<file path="src/rtl/alu_pkg.sv">
// Shared definitions for the ALU-sharing scheduler: function codes, CCR bit
// positions, FSM encoding, issue payload and per-function flag-update mask.
package alu_pkg;

  localparam int unsigned WIDTH  = 16;
  localparam int unsigned FUNC_W = 4;
  localparam int unsigned FLAG_W = 3;

  localparam logic [FUNC_W-1:0] ALU_NOP  = 4'h0;
  localparam logic [FUNC_W-1:0] ALU_SETC = 4'h1;
  localparam logic [FUNC_W-1:0] ALU_CLRC = 4'h2;
  localparam logic [FUNC_W-1:0] ALU_MOV  = 4'h3;
  localparam logic [FUNC_W-1:0] ALU_NOT  = 4'h4;
  localparam logic [FUNC_W-1:0] ALU_XOR  = 4'h5;
  localparam logic [FUNC_W-1:0] ALU_INC  = 4'h6;
  localparam logic [FUNC_W-1:0] ALU_DEC  = 4'h7;
  localparam logic [FUNC_W-1:0] ALU_ADD  = 4'h8;
  localparam logic [FUNC_W-1:0] ALU_SUB  = 4'h9;
  localparam logic [FUNC_W-1:0] ALU_AND  = 4'hA;
  localparam logic [FUNC_W-1:0] ALU_OR   = 4'hB;
  localparam logic [FUNC_W-1:0] ALU_SHL  = 4'hC;
  localparam logic [FUNC_W-1:0] ALU_SHR  = 4'hD;

  localparam int unsigned FLG_Z = 0;
  localparam int unsigned FLG_N = 1;
  localparam int unsigned FLG_C = 2;

  typedef enum logic {
    ST_IDLE = 1'b0,
    ST_EXEC = 1'b1
  } state_e;

  typedef struct packed {
    logic              id;
    logic [FUNC_W-1:0] func;
    logic [WIDTH-1:0]  op2;
    logic [WIDTH-1:0]  op1;
  } issue_t;

  // CCR bits loaded from the ALU flags for each function; SETC/CLRC handled separately.
  function automatic logic [FLAG_W-1:0] flag_mask(input logic [FUNC_W-1:0] func);
    logic [FLAG_W-1:0] m;
    m = '0;
    case (func)
      ALU_MOV, ALU_NOT, ALU_XOR, ALU_AND, ALU_OR: m = 3'b011;
      ALU_INC, ALU_DEC, ALU_ADD, ALU_SUB, ALU_SHL, ALU_SHR: m = 3'b111;
      default: m = 3'b000;
    endcase
    return m;
  endfunction

endpackage

</file>
<file path="src/rtl/rr_arb2.sv">
// Two-way round-robin arbiter: combinational grant, last-grant pointer moves
// only on a completed handshake.
module rr_arb2 (
  input  logic       clk,
  input  logic       rst,
  input  logic [1:0] i_req,
  input  logic       i_en,
  output logic [1:0] o_gnt_c
);

  logic r_last;

  always_comb begin
    o_gnt_c = 2'b00;
    if (i_en) begin
      case (i_req)
        2'b01:   o_gnt_c = 2'b01;
        2'b10:   o_gnt_c = 2'b10;
        2'b11:   o_gnt_c = r_last ? 2'b01 : 2'b10;
        default: o_gnt_c = 2'b00;
      endcase
    end
  end

  always_ff @(posedge clk) begin
    if (rst) begin
      r_last <= 1'b1;
    end else if (|(i_req & o_gnt_c)) begin
      r_last <= o_gnt_c[1];
    end
  end

endmodule

</file>
<file path="src/rtl/alu_share_sched.sv">
// Time-shares one 16-bit ALU between the execute stage (port 0) and the
// interrupt/call unit (port 1); returns tagged results and owns the CCR.
module alu_share_sched
  import alu_pkg::*;
(
  input  logic              clk,
  input  logic              rst,
  input  logic              req0,
  input  logic              req1,
  input  logic [WIDTH-1:0]  op1_0,
  input  logic [WIDTH-1:0]  op1_1,
  input  logic [WIDTH-1:0]  op2_0,
  input  logic [WIDTH-1:0]  op2_1,
  input  logic [FUNC_W-1:0] func_0,
  input  logic [FUNC_W-1:0] func_1,
  output logic              gnt0,
  output logic              gnt1,
  output logic [WIDTH-1:0]  alu_op1,
  output logic [WIDTH-1:0]  alu_op2,
  output logic [FUNC_W-1:0] alu_func,
  input  logic [WIDTH-1:0]  alu_result,
  input  logic [WIDTH-1:0]  alu_flags,
  output logic              rsp_valid,
  output logic              rsp_id,
  output logic [WIDTH-1:0]  rsp_result,
  output logic [WIDTH-1:0]  ccr,
  input  logic              flag_restore,
  input  logic [WIDTH-1:0]  flag_restore_val
);

  state_e            r_state;
  logic              r_id;
  logic [WIDTH-1:0]  r_alu_op1;
  logic [WIDTH-1:0]  r_alu_op2;
  logic [FUNC_W-1:0] r_alu_func;
  logic              r_rsp_valid;
  logic              r_rsp_id;
  logic [WIDTH-1:0]  r_rsp_result;
  logic [FLAG_W-1:0] r_ccr;

  logic [1:0]        w_gnt;
  logic              w_idle;
  logic              w_hs;
  issue_t            w_win;
  logic [FLAG_W-1:0] w_mask;
  logic [FLAG_W-1:0] w_ccr_nxt;
  logic              w_unused_bits;

  assign w_idle = (r_state == ST_IDLE);

  rr_arb2 u_arb (
    .clk     (clk),
    .rst     (rst),
    .i_req   ({req1, req0}),
    .i_en    (w_idle),
    .o_gnt_c (w_gnt)
  );

  assign w_hs = |({req1, req0} & w_gnt);

  // Operand mux for whichever port holds the grant.
  always_comb begin
    w_win = '{id: 1'b0, func: func_0, op2: op2_0, op1: op1_0};
    if (w_gnt[1]) begin
      w_win = '{id: 1'b1, func: func_1, op2: op2_1, op1: op1_1};
    end
  end

  always_comb begin
    w_mask    = flag_mask(r_alu_func);
    w_ccr_nxt = (r_ccr & ~w_mask) | (alu_flags[FLAG_W-1:0] & w_mask);
    if (r_alu_func == ALU_SETC) w_ccr_nxt[FLG_C] = 1'b1;
    if (r_alu_func == ALU_CLRC) w_ccr_nxt[FLG_C] = 1'b0;
  end

  // Upper flag/restore bits are not architected.
  assign w_unused_bits = ^{alu_flags[WIDTH-1:FLAG_W], flag_restore_val[WIDTH-1:FLAG_W]};

  always_ff @(posedge clk) begin
    if (rst) begin
      r_state      <= ST_IDLE;
      r_id         <= 1'b0;
      r_alu_op1    <= '0;
      r_alu_op2    <= '0;
      r_alu_func   <= ALU_NOP;
      r_rsp_valid  <= 1'b0;
      r_rsp_id     <= 1'b0;
      r_rsp_result <= '0;
      r_ccr        <= '0;
    end else begin
      r_rsp_valid <= 1'b0;
      case (r_state)
        ST_IDLE: begin
          if (w_hs) begin
            r_alu_op1  <= w_win.op1;
            r_alu_op2  <= w_win.op2;
            r_alu_func <= w_win.func;
            r_id       <= w_win.id;
            r_state    <= ST_EXEC;
          end
        end
        ST_EXEC: begin
          r_rsp_valid  <= 1'b1;
          r_rsp_id     <= r_id;
          r_rsp_result <= alu_result;
          r_alu_func   <= ALU_NOP;
          r_state      <= ST_IDLE;
        end
        default: r_state <= ST_IDLE;
      endcase
      // A restore overrides any flag update from the op finishing this cycle.
      if (flag_restore) begin
        r_ccr <= flag_restore_val[FLAG_W-1:0];
      end else if (r_state == ST_EXEC) begin
        r_ccr <= w_ccr_nxt;
      end
    end
  end

  assign gnt0       = w_gnt[0];
  assign gnt1       = w_gnt[1];
  assign alu_op1    = r_alu_op1;
  assign alu_op2    = r_alu_op2;
  assign alu_func   = r_alu_func;
  assign rsp_valid  = r_rsp_valid;
  assign rsp_id     = r_rsp_id;
  assign rsp_result = r_rsp_result;
  assign ccr        = WIDTH'(r_ccr);

endmodule

</file>
<file path="config.mk">
export PLATFORM = sky130hd
export DESIGN_NAME = alu_share_sched
export DESIGN_NICKNAME = d
export VERILOG_FILES = /design/src/rtl/alu_pkg.sv /design/src/rtl/rr_arb2.sv /design/src/rtl/alu_share_sched.sv
export SDC_FILE = /design/constraint.sdc
export NUM_CORES = 1
export LEC_CHECK = 0
export ABC_AREA = 1
export BUFFER_PORTS_ARGS = -buffer_cell sky130_fd_sc_hd__buf_2
export CORE_ASPECT_RATIO = 1.75
export CORE_MARGIN = 2
export CORE_UTILIZATION = 40
export CTS_BUF_LIST = sky130_fd_sc_hd__clkbuf_2 sky130_fd_sc_hd__clkbuf_4 sky130_fd_sc_hd__clkbuf_8
export DETAILED_ROUTE_END_ITERATION = 16
export PLACE_DENSITY = 0.79
export SYNTH_ARGS = -nofsm -noshare
export SYNTH_HDL_FRONTEND = slang
export SYNTH_HIERARCHICAL = 1
export SYNTH_SLANG_ARGS = --single-unit
export TNS_END_PERCENT = 20
</file>
<file path="constraint.sdc">
create_clock -name clk -period 4.1 [get_ports clk]
set_clock_uncertainty 0.2 [all_clocks]
set_input_delay 0 -clock clk [delete_from_list [all_inputs] [get_ports clk]]
set_output_delay 0 -clock clk [all_outputs]
set_load 0.02 [all_outputs]
</file>
* After elaboration in Yosys (flattened, before gate mapping)
Memory sizes are Yosys's and may differ from the RTL's. A register that Yosys moved wholly into a read port is not among the register bits.
Index checks and enable logic that the tools add are counted.
** Word-level totals
- Output and inout bits :: 72
- Memories :: 1
- Memory bits (read-only) :: 48
- Logic and storage cells :: 41
- Bits of input ports :: 125
- Bits in registers :: 60
** Memories
- (no name shown) :: depth 16, bits a word 3, read ports 1, clocked after memory_dff 1, write ports 0, line alu_pkg.sv:44 : case (func)
** Operators by class
- Bitwise operators :: 6
- Reduce and logical (&&, ||, !) cells :: 3
- Mux-type cells :: 15
- Equality and inequality tests :: 6
** Operator list (number)
- 37-bit two-way mux :: 1
- 4-bit two-way mux :: 3
- 4-bit one-hot mux with 2 select lines :: 1
- 3-bit bitwise AND :: 2
- 3-bit two-way mux :: 2
- 2-bit one-hot mux with 3 select lines :: 1
- 2-bit == test (second input constant) :: 2
- 4-bit by 1-bit == test with 1-bit output (second input constant) :: 1
- 4-bit by 2-bit == test with 1-bit output (second input constant) :: 1
- 1-bit two-way mux :: 4
- 2-bit two-way mux :: 2
- 3-bit NOT :: 1
- 3-bit OR :: 1
- 2-bit bitwise AND :: 1
- 2-bit by 1-bit == test with 1-bit output (second input constant) :: 1
- 2-bit inequality test (second input constant) :: 1
- 1-bit one-hot mux with 2 select lines :: 1
- 2-bit AND reduction :: 1
- 2-bit nonzero test :: 1
- 2-bit OR reduction :: 1
- 1-bit NOT :: 1

* Logic depth before layout (Yosys ltp)
- Word-level depth :: 9
- Depth in mapped cells :: 14
- Mapped depth without buffers :: 14

* By module
The synthesis kept the hierarchy.
** By module, submodules not included
- alu_share_sched :: area an instance 2668.8 sq um, instances 1, seq. area each 1221.2 sq um, cells each 324
- rr_arb2 :: area an instance 71.3 sq um, instances 1, seq. area each 20.0 sq um, cells each 13

* Least setup slack after synthesis
Ideal clock, no wire load.
- Kind :: register -> register
- Start :: register r_state
- End :: register r_alu_op1[0], in the netlist alu_op1[0]
- Buffers on the path :: 2
- Library setup time :: 0.116 ns
- Data arrival time :: 1.946 ns
- Slack :: 1.837 ns
- Cell stages (with the launch flop) :: 12
- Clock period less this slack :: 2.263 ns
- Data required time :: 3.784 ns
- Path through :: dfxtp_1 > inv_2 > nand2_1 > a21oi_1 > nand2_1 > nand2_2 > inv_2 > nor2_2 > buf_4 > buf_6 > nand3_1 > o211a_1
** Between the ends
- Word-level cells in the longest chain between the ends :: 4
- Elaborated cells on any way between the ends :: 6
- Those cells by class :: mux: 2; bitwise: 2; reduce/logical: 2
** Ends and longest elaborated chain
- start, declared :: line alu_share_sched.sv:31 : state_e r_state;
- start signal, assigned :: line alu_share_sched.sv:81 : r_state <= ST_IDLE;
- start signal, assigned :: line alu_share_sched.sv:99 : r_state <= ST_EXEC;
- start signal, assigned :: line alu_share_sched.sv:107 : r_state <= ST_IDLE;
- 2-bit two-way mux * :: line rr_arb2.sv:15 : if (i_en) begin
- named net gnt1 :: line alu_share_sched.sv:17 : output logic gnt1,
- 2-bit bitwise AND :: line alu_share_sched.sv:59 : assign w_hs = |({req1, req0} & w_gnt);
- 2-bit OR reduction :: line alu_share_sched.sv:59
- 2-bit AND reduction (no line)
- end signal, assigned :: line alu_share_sched.sv:95 : r_alu_op1 <= w_win.op1;
- end, declared :: line alu_share_sched.sv:33 : logic [WIDTH-1:0] r_alu_op1;
The timed path passes the listed nets; every way through them passes the cells marked *.
A chain may end at the register's enable or synchronous reset.

* Worst setup path in the final report
- Start :: register r_state
- End :: register r_alu_func[0], in the netlist alu_func[0]
** Between the ends
- Word-level cells in the longest chain between the ends :: 4
- Elaborated cells on any way between the ends :: 8
- Those cells by class :: eq/ne: 1; mux: 4; bitwise: 2; reduce/logical: 1
** Ends and longest elaborated chain
- 2-bit two-way mux :: line rr_arb2.sv:15
- 37-bit two-way mux or 2-bit bitwise AND (tied branches) :: line alu_share_sched.sv:64, alu_share_sched.sv:59
- 4-bit two-way mux or 2-bit OR reduction (tied branches) :: line alu_share_sched.sv:94, alu_share_sched.sv:59
- 4-bit one-hot mux with 2 select lines or 2-bit inequality test (tied branches)
- end signal, assigned :: line alu_share_sched.sv:97 : r_alu_func <= w_win.func;
- end, declared :: line alu_share_sched.sv:35 : logic [FUNC_W-1:0] r_alu_func;
Several ways; a longest one is shown, not always the timed one. The select of a mux whose other input is x is not followed.

==> run summary <==
The run finished with clean final reports. The number of clock buffers added by TritonCTS is 9. Including well taps, the total number of placed cells is 560.

The critical path goes through inv_2 -> nand2_1 -> a21oi_4 -> clkinv_1 -> nand2_1 -> nand2_1 -> dlygate4sd3_1 -> nand3_1 -> nand2_1 -> dlygate4sd3_1. In this design, the stage delay of the slowest critical-path cell is 0.73 ns. Once the floorplan was initialized, standard cells occupied 41.6% of the core. The main combinational cell family by area after synthesis is simple AND/OR/NAND/NOR gates.

The areal power density over the cells came out at 334 mW/mm^2. The smallest clock period supported by the final layout is computed as 3.80 ns. The leakage power of the design was 2.66 nW; the number of warnings issued by yosys was 6.

The logs give 3442 for the via count of the first global-routing pass and 0 for the number of gates resized after CTS. Area share of xor/xnor cells in the synthesized design: 0%. Among all stages on the critical path, the largest delay is contributed by sky130_fd_sc_hd__clkinv_1. Measured along the x axis, the die boundary spans 66.6 um. After detailed routing, the average wire length per cell comes to 14.5 um. The startpoint type of the worst setup path is a flop. The run gives 0 as the max-slew violation total from the final report.

Summing the areas of all compound-gate instances in the mapped netlist gives 18.8% of the synthesized area. The number of antenna diodes in the final layout is 0. STA classifies the critical path endpoint as a flop.

The logs give 3 for the H-tree level count and 251 uV for the worst voltage drop across the vdd grid. The critical path in this run is classified as reg2reg. The run gives 0.820 as the last weighted congestion value of the routability-driven placer. Setup repair after global routing left no endpoint under its margin. Using the TritonRoute via totals, the vias-per-cell ratio works out to 4.93. The first global-routing pass estimated 15300 um of wire. Of the total synthesized cell area, the portion taken by full adders, half adders and majority gates is 0%. The tools report the number of top-level pins as 197.

The tightest min-delay check is of the in2reg type. The total setup violations reported at the end of the flow came out at 0. The total DRC errors in the routed layout is 0. The average cell area after synthesis was 8.13 sq um; the clock insertion delay at the later pin of the skew report was 0.34 ns. The unique cell type count in the Yosys netlist was 23; the share of layout cells above drive strength 1 was 31.0%. Global routing used 26.3% of the available tracks across all layers. Counting flops and latches in the post-synthesis netlist gives 62. The tools report the initial antenna violation count as 0. The die covers 0.00755 sq mm. Vertical die dimension: 113 um. The quantity of I/O buffers inserted on ports was 157. Layout net count: 729.

The number of endpoints with negative hold slack in the final report is 0. The library cell appearing most often on the critical path is sky130_fd_sc_hd__nand2_1. Synthesized netlist cell count: 337. Once detailed placement completed, the half-perimeter wirelength came to 5610 um. The maximum clock insertion buffer count was 2.

Clock transition at the registers of the reported paths: 0.07 ns. Headroom to the max-slew limit came out at 52.2%. The most common library cell in the layout ignoring fill and taps was sky130_fd_sc_hd__buf_2.

Based on the critical path, the design can be clocked at up to 263 MHz. At the pin with the least slew margin, the transition time is 0.712 ns. In the layout the commonest cells are sky130_fd_sc_hd__buf_2, sky130_fd_sc_hd__dlygate4sd3_1, sky130_fd_sc_hd__nand2_1.

The filler-free cell count of the finished design is 691. The logs give 10000 um for the overall routed net length and 0.00659 sq mm for the core footprint. In this run, post-CTS hold repair placed 115 buffers. Together, buffers and inverters on the worst path number 4. For this run, the register share of the synthesized area comes to 45.3%. Data on the critical path arrives at its endpoint at 3.82 ns. The area fraction in and, or, nand and nor cells after synthesis works out to 25.5%. The tools report the setup TNS as 0 ns. TritonCTS built the clock tree.

The run gives 0 as the post-detailed-route count of antenna-violating nets. The multiplexer area fraction after synthesis was 0%. The first routing iteration left 192 violations.

The total iterations of the first detailed-routing run was 4; the final worst-path cycle share was 92.6%. The total power of the final layout was 1.62 mW; the post-synthesis instance area was 0.00274 sq mm. The routed layout has 3410 vias. On the critical path the largest part of the delay comes from buffers and inverters. After floorplanning, the core was divided into 39 placement rows. The clock root buffer master was sky130_fd_sc_hd__clkbuf_8. After global routing the overflow that remains totals 0. Entering global routing, the biggest net connects 39 pins.

The run gives 62 as the number of clock sinks. The run gives 0 as the number of buffers inserted to repair setup after CTS. Relative to the synthesized area, the layout overhead comes to 77.0%. The highest net fanout along the worst path came out at 23. Max-cap violations in this run came to 0. STA puts the critical path data required time at 4.12 ns.
==> where the power goes <==
part           switching [mW]  leakage (nW)  internal (mW)  total (mW)
clock                   0.228        0.0930          0.246       0.474
sequential             0.0315         0.509          0.656       0.687
combinational           0.239          2.06          0.220       0.459
==> worst min-delay path: cells and delay by family <==
kind	cells	cell delay [ns]
and+or+nand+nor	3	0.37
buffers and inverters	2	0.19
==> per-stage QoR <==
| stage | utilization [%] | hold slack (ns) | setup slack, ns | area, sq um |
|---|---|---|---|---|
| after detailed placement | 53.5 | 0.0140 | 1.19 | 3520 |
| after floorplan | - | -0.131 | 1.84 | 2790 |
| after CTS | 73.6 | 0.00722 | 0.412 | 4850 |
| final | 73.6 | 0.0483 | 0.304 | 4850 |
| after global placement | 53.5 | 0.0134 | 1.26 | 3520 |
| after global routing | 73.6 | 0.102 | 0.169 | 4850 |
==> cells by family (layout without fill, tap and decap cells) <==
family | after synthesis | after routing
AOI/OAI and AO/OA | 58 | 58
buffers and inverters | 53 | 313
and+or+nand+nor | 163 | 163
DFF | 62 | 62
other | 1 | 13
==> routing by layer <==
layer | GRT usage [%] | vias to the layer above | part of all wire, %
met1 | 24.4 | 1560 | 35
li1 | - | 1657 | -
met2 | 51.6 | 167 | 56
met5 | 0 | - | 0
met3 | 6.71 | 26 | 5.9
met4 | 10.9 | 0 | 2.9
==> synthesized netlist by cell type <==
library cell / n / area (sq um)
sky130_fd_sc_hd__buf_4: 17 / 128
sky130_fd_sc_hd__buf_6: 1 / 11.3
sky130_fd_sc_hd__nor2_2: 1 / 6.26
sky130_fd_sc_hd__dfxtp_1: 62 / 1240
sky130_fd_sc_hd__inv_2: 4 / 15.0
sky130_fd_sc_hd__nand4_1: 5 / 31.3
sky130_fd_sc_hd__o21ai_0: 4 / 20.0
sky130_fd_sc_hd__conb_1: 1 / 3.75
sky130_fd_sc_hd__nor2_4: 1 / 11.3
sky130_fd_sc_hd__a22o_1: 17 / 149
sky130_fd_sc_hd__nand2_1: 102 / 383
sky130_fd_sc_hd__buf_1: 2 / 7.51
sky130_fd_sc_hd__inv_1: 14 / 52.6
sky130_fd_sc_hd__clkinv_1: 1 / 3.75
sky130_fd_sc_hd__o211a_1: 32 / 320
sky130_fd_sc_hd__nand3_1: 44 / 220
sky130_fd_sc_hd__nor2_1: 6 / 22.5
sky130_fd_sc_hd__clkbuf_1: 4 / 15.0
sky130_fd_sc_hd__nor3_1: 1 / 5.00
sky130_fd_sc_hd__nand2_2: 3 / 18.8
sky130_fd_sc_hd__o21ai_1: 1 / 5.00
sky130_fd_sc_hd__buf_2: 10 / 50.1
sky130_fd_sc_hd__a21oi_1: 4 / 20.0
==> layout make-up <==
cell class / instances / area [sq um]
fillers: 482 / 1740
clock inverters: 4 / 22.5
repair buffers: 278 / 1980
multi-input cells: 234 / 1280
flip-flops and latches: 62 / 1240
well taps: 82 / 103
inverters: 19 / 71.3
clock buffers: 12 / 153
==> registers in the layout, indices dropped and copies added (netlist names), named ones only <==
signal        cells
u_arb/r_last      1
r_ccr             1
rsp_valid         1
r_id              1
rsp_result       16
alu_func          4
r_state           1
w_mask            2
alu_op2          16
rsp_id            1
alu_op1          16
==> final timing paths <==
path | start | endpoint | slack, ns | cells past startpoint
max | r_state | alu_func[0] | 0.30 | 10
max reg2reg | r_state | alu_func[0] | 0.30 | 10
min reg2reg | r_id | rsp_id | 0.27 | 1
min | req0 | r_state | 0.05 | 5
(Power assumes the default switching activity.)
